## config.mk

```make
export PLATFORM = sky130hd
export DESIGN_NAME = alu_control_decoder
export DESIGN_NICKNAME = d
export VERILOG_FILES = /design/src/rtl/mips_pkg.sv /design/src/rtl/alu_control_decoder.sv
export SDC_FILE = /design/constraint.sdc
export NUM_CORES = 1
export LEC_CHECK = 0
export ABC_AREA = 1
export BUFFER_PORTS_ARGS = -buffer_cell sky130_fd_sc_hd__buf_2
export CAP_MARGIN = 20
export CORE_AREA = 3 3 40 42
export DETAILED_ROUTE_END_ITERATION = 10
export DIE_AREA = 0 0 43 45
export MAX_ROUTING_LAYER = met4
export PLACE_DENSITY_LB_ADDON = 0.2
export SYNTH_ARGS = -nofsm -noshare
export SYNTH_HDL_FRONTEND = slang
export SYNTH_SLANG_ARGS = --single-unit
```

## constraint.sdc

```tcl
create_clock -name clk -period 1 [get_ports clk]
set_input_delay 0.2 -clock clk [delete_from_list [all_inputs] [get_ports clk]]
set_output_delay 0.2 -clock clk [all_outputs]
set_load 0.03 [all_outputs]
```

## src/rtl/mips_pkg.sv

```systemverilog
// Shared MIPS control constants: funct/opcode fields, ALUOp classes
// and the ALU selector codes used by control, ALU and decoders.
package mips_pkg;

  localparam logic [5:0] F_ADD  = 6'b100000;
  localparam logic [5:0] F_ADDU = 6'b100001;
  localparam logic [5:0] F_SUB  = 6'b100010;
  localparam logic [5:0] F_SUBU = 6'b100011;
  localparam logic [5:0] F_AND  = 6'b100100;
  localparam logic [5:0] F_OR   = 6'b100101;
  localparam logic [5:0] F_NOR  = 6'b100111;
  localparam logic [5:0] F_SLT  = 6'b101010;
  localparam logic [5:0] F_JR   = 6'b001000;

  localparam logic [5:0] OP_LUI  = 6'b001111;
  localparam logic [5:0] OP_ORI  = 6'b001101;
  localparam logic [5:0] OP_ANDI = 6'b001100;
  localparam logic [5:0] OP_SLTI = 6'b001010;

  localparam logic [1:0] ALUOP_MEM    = 2'b00;
  localparam logic [1:0] ALUOP_BRANCH = 2'b01;
  localparam logic [1:0] ALUOP_RTYPE  = 2'b10;
  localparam logic [1:0] ALUOP_IMM    = 2'b11;

  localparam logic [3:0] ALU_AND = 4'b0000;
  localparam logic [3:0] ALU_OR  = 4'b0001;
  localparam logic [3:0] ALU_ADD = 4'b0010;
  localparam logic [3:0] ALU_LUI = 4'b0011;
  localparam logic [3:0] ALU_SUB = 4'b0110;
  localparam logic [3:0] ALU_SLT = 4'b0111;
  localparam logic [3:0] ALU_NOR = 4'b1100;

  typedef struct packed {
    logic [3:0] ctrl;
    logic       uns;
  } alu_dec_t;

endpackage

```

## src/rtl/alu_control_decoder.sv

```systemverilog
// ALUOp/Funct to ALU selector decode, with a registered copy
// of the selector and an unsupported-code flag.
module alu_control_decoder
  import mips_pkg::*;
(
  input  logic       clk,
  input  logic       reset,
  input  logic [1:0] ALUOp,
  input  logic [5:0] Funct,
  output logic [3:0] ALUControl,
  output logic [3:0] ALUControlReg,
  output logic       Unsupported
);

  function automatic alu_dec_t rtype_dec(input logic [5:0] f);
    alu_dec_t d;
    d = '{ctrl: ALU_AND, uns: 1'b0};
    case (f)
      F_ADD, F_ADDU: d.ctrl = ALU_ADD;
      F_SUB, F_SUBU: d.ctrl = ALU_SUB;
      F_AND:         d.ctrl = ALU_AND;
      F_OR:          d.ctrl = ALU_OR;
      F_NOR:         d.ctrl = ALU_NOR;
      F_SLT:         d.ctrl = ALU_SLT;
      F_JR:          d.ctrl = ALU_AND;
      default:       d.uns  = 1'b1;
    endcase
    return d;
  endfunction

  function automatic alu_dec_t imm_dec(input logic [5:0] op);
    alu_dec_t d;
    d = '{ctrl: ALU_AND, uns: 1'b0};
    case (op)
      OP_LUI:  d.ctrl = ALU_LUI;
      OP_ORI:  d.ctrl = ALU_OR;
      OP_ANDI: d.ctrl = ALU_AND;
      OP_SLTI: d.ctrl = ALU_SLT;
      default: d.uns  = 1'b1;
    endcase
    return d;
  endfunction

  alu_dec_t dec;

  // Funct is only looked at for the R-type and immediate classes
  always_comb begin
    dec = '{ctrl: ALU_ADD, uns: 1'b0};
    case (ALUOp)
      ALUOP_MEM:    dec = '{ctrl: ALU_ADD, uns: 1'b0};
      ALUOP_BRANCH: dec = '{ctrl: ALU_SUB, uns: 1'b0};
      ALUOP_RTYPE:  dec = rtype_dec(Funct);
      ALUOP_IMM:    dec = imm_dec(Funct);
      default:      dec = '{ctrl: ALU_AND, uns: 1'b0};
    endcase
  end

  assign ALUControl  = dec.ctrl;
  assign Unsupported = dec.uns;

  always_ff @(posedge clk or posedge reset) begin
    if (reset) ALUControlReg <= ALU_AND;
    else       ALUControlReg <= ALUControl;
  end

endmodule

```

==> reports/metrics.cfg <==
[power_and_ir_drop]
p_per_area_nw_per_um2=862.6
irDropWorstVdd_uv=345.4
p_leak_nw=0.3530
power_w=0.0005893

[floorplan]
top_level_ports=19
rows=13
initial_utilization=0.2970
coreArea_sq_um=1285
die_h_um=45
fp.dieArea_sq_um=1935
fp.dieW_um=43

[layout]
drive_gt1_frac=0.5682
nFillCells=138
final_core_util=0.5316
largest_reg_flops=4
top_register=ALUControlReg
reg_top3=ALUControlReg (4)
antenna_cells=0
areaGrowthSynthToFinish_pct=79.02
final_nets=100

[setup_path]
path_max_fanout=7
start_kind=input port
end_kind=output port
crit_required_ns=0.80
critical_path_arrival_ns=1.02
critPathKind=input port to output port

[drt]
postRouteAntennaNets=0
vias=469
wl_per_cell_um=9.670
drc=0
post_drt_via_cell_ratio=4.553
drt_iter0_markers=7
dr.pass1.iters=4
totalWireLength_um=996

[clock_tree]
clkTransAtPathRegs_ns=0.03
cts_tree=built
htreeDepth=1
root_buffer=clkbuf_4
clock_path_buffers=2
clkSinkCount=4
cts_buffers=3

[sta]
worstMarginPinSlew_ns=0.2194
hold_violations=0
whs_ns=0.2819
drv_slew=0
fin_crit_ns=1.224
fin_ws_ns=-0.2238
setup_violations=5
timing.final.crit_share=1.224
setup_tns_ns=-0.8870
rsz0062_at_grt=yes
fmax_mhz=817.1
relSlewSlack=0.8531

[yosys]
syn_area_per_cell_sq_um=6.155
ys_ff_latch=4
yosys-top-cells-area=dfrtp_1 26%, nand2_1 17%, inv_1 9.8%
synth_cell_types=14
synth_area_sq_um=381.6
ys_seq_area_frac=0.2623
syn-instance-count=62
synth_area_leader_cell=dfrtp_1
ys_warn_count=0
synth_nets=72
synth_top_area_frac=0.2623

[global_routing]
grt_pass1_wl_um=1794
first_global_vias=449
antenna_found_initial=0
gr-usage-all-layers=0.1264
grt_max_degree=8
grt-ovfl-total=0

[min_path]
min_path_type=input port to flip-flop

[run_status]
violations=setup timing
status=finished with violations

[placement]
gp_congestion=0.8280
io_buffer_count=18
place_ws_ns=-0.3354
dp.final_hpwl_um=784.2

[flow_run]
cap_violations=0

==> area by class of cell <==
class | instances | area, sq um | area share
multi-input combinational | 44 | 290.3 | 0.4249
clock buffer | 3 | 22.52 | 0.03297
sequential | 4 | 100.1 | 0.1465
tap | 15 | 18.77 | 0.02747
inverter | 14 | 55.05 | 0.08059
timing repair buffer | 23 | 196.4 | 0.2875
==> cell families (layout without fill, tap and decap cells) <==
| kind of cell | count (synthesis) | count (layout) | share of synthesized area |
|---|---|---|---|
| AND/OR/NAND/NOR | 40 | 40 | 0.5311 |
| flip-flops | 4 | 4 | 0.2623 |
| buffers and inverters | 14 | 40 | 0.1377 |
| AO/OA/AOI/OAI | 4 | 4 | 0.06887 |
==> cell usage in the layout (no fill, tap or decap) <==
master / n
dfrtp_1: 4
o21ai_4: 1
nand2_2: 2
buf_2: 8
o211ai_1: 1
inv_1: 7
buf_6: 7
o21ai_1: 1
nand3_2: 6
nand2_1: 15
buf_4: 5
nand3_1: 3
buf_8: 2
o21ai_2: 1
inv_2: 6
nor3_2: 1
nor2_2: 1
inv_4: 1
dlygate4sd3_1: 1
nand4_1: 1
clkbuf_4: 3
nor2_4: 6
nor2_1: 5
==> through the flow <==
stage	cells	instance area [sq um]
detailed placement	98	528.0
CTS	103	663.1
global placement	98	528.0
global route	103	683.2
floorplan	62	396.6
finish	103	683.2
==> Yosys cell counts (all sizes together) <==
master / n
dfrtp: 4
inv: 14
nand2: 17
nand3: 9
nand4: 1
nor2: 12
nor3: 1
o211ai: 1
o21ai: 3
==> worst paths after layout <==
| check | start | to | slack (ns) | cells after the start |
|---|---|---|---|---|
| worst max-delay path | Funct[4] | ALUControl[0] | -0.22 | 7 |
| max in group asynchronous | reset | ALUControlReg[0] | 0.46 | 3 |
| worst min-delay path | Funct[3] | ALUControlReg[3] | 0.28 | 4 |
| min in group asynchronous | reset | ALUControlReg[2] | 0.39 | 3 |
==> worst max-delay path: stages <==
cell and delay (ns):
buf_8 0.10, nor2_4 0.19, nand3_2 0.13, nand2_2 0.08, inv_2 0.05, o21ai_4 0.13, buf_6 0.15
==> per-layer routing <==
metal,vias to the layer above,GRT usage,part of all wire
met1,204,0.1408,0.37
met5,-,-,0
met3,2,0.02390,0.075
met2,16,0.2126,0.54
li1,247,-,-
met4,0,0.07229,0.012
==> timing repair <==
| action | in CTS | in global routing |
|---|---|---|
| hold buffers | 1 | 0 |
| pin swaps | 6 | 8 |
| endpoints found under the hold margin | 4 | 0 |
| setup buffers | 1 | 0 |
| resized for setup | 29 | 5 |
| setup endpoints to repair | 5 | 5 |
==> power by group <==
| part | total [W] | switching, W | internal [W] |
|---|---|---|---|
| logic | 0.000226 | 0.000131 | 0.0000951 |
| clock network | 0.000192 | 0.0000586 | 0.000134 |
| registers | 0.000170 | 0.00000122 | 0.000169 |
| total | 0.000589 | 0.000191 | 0.000398 |
No activity file was read; power rests on OpenSTA's default activity.
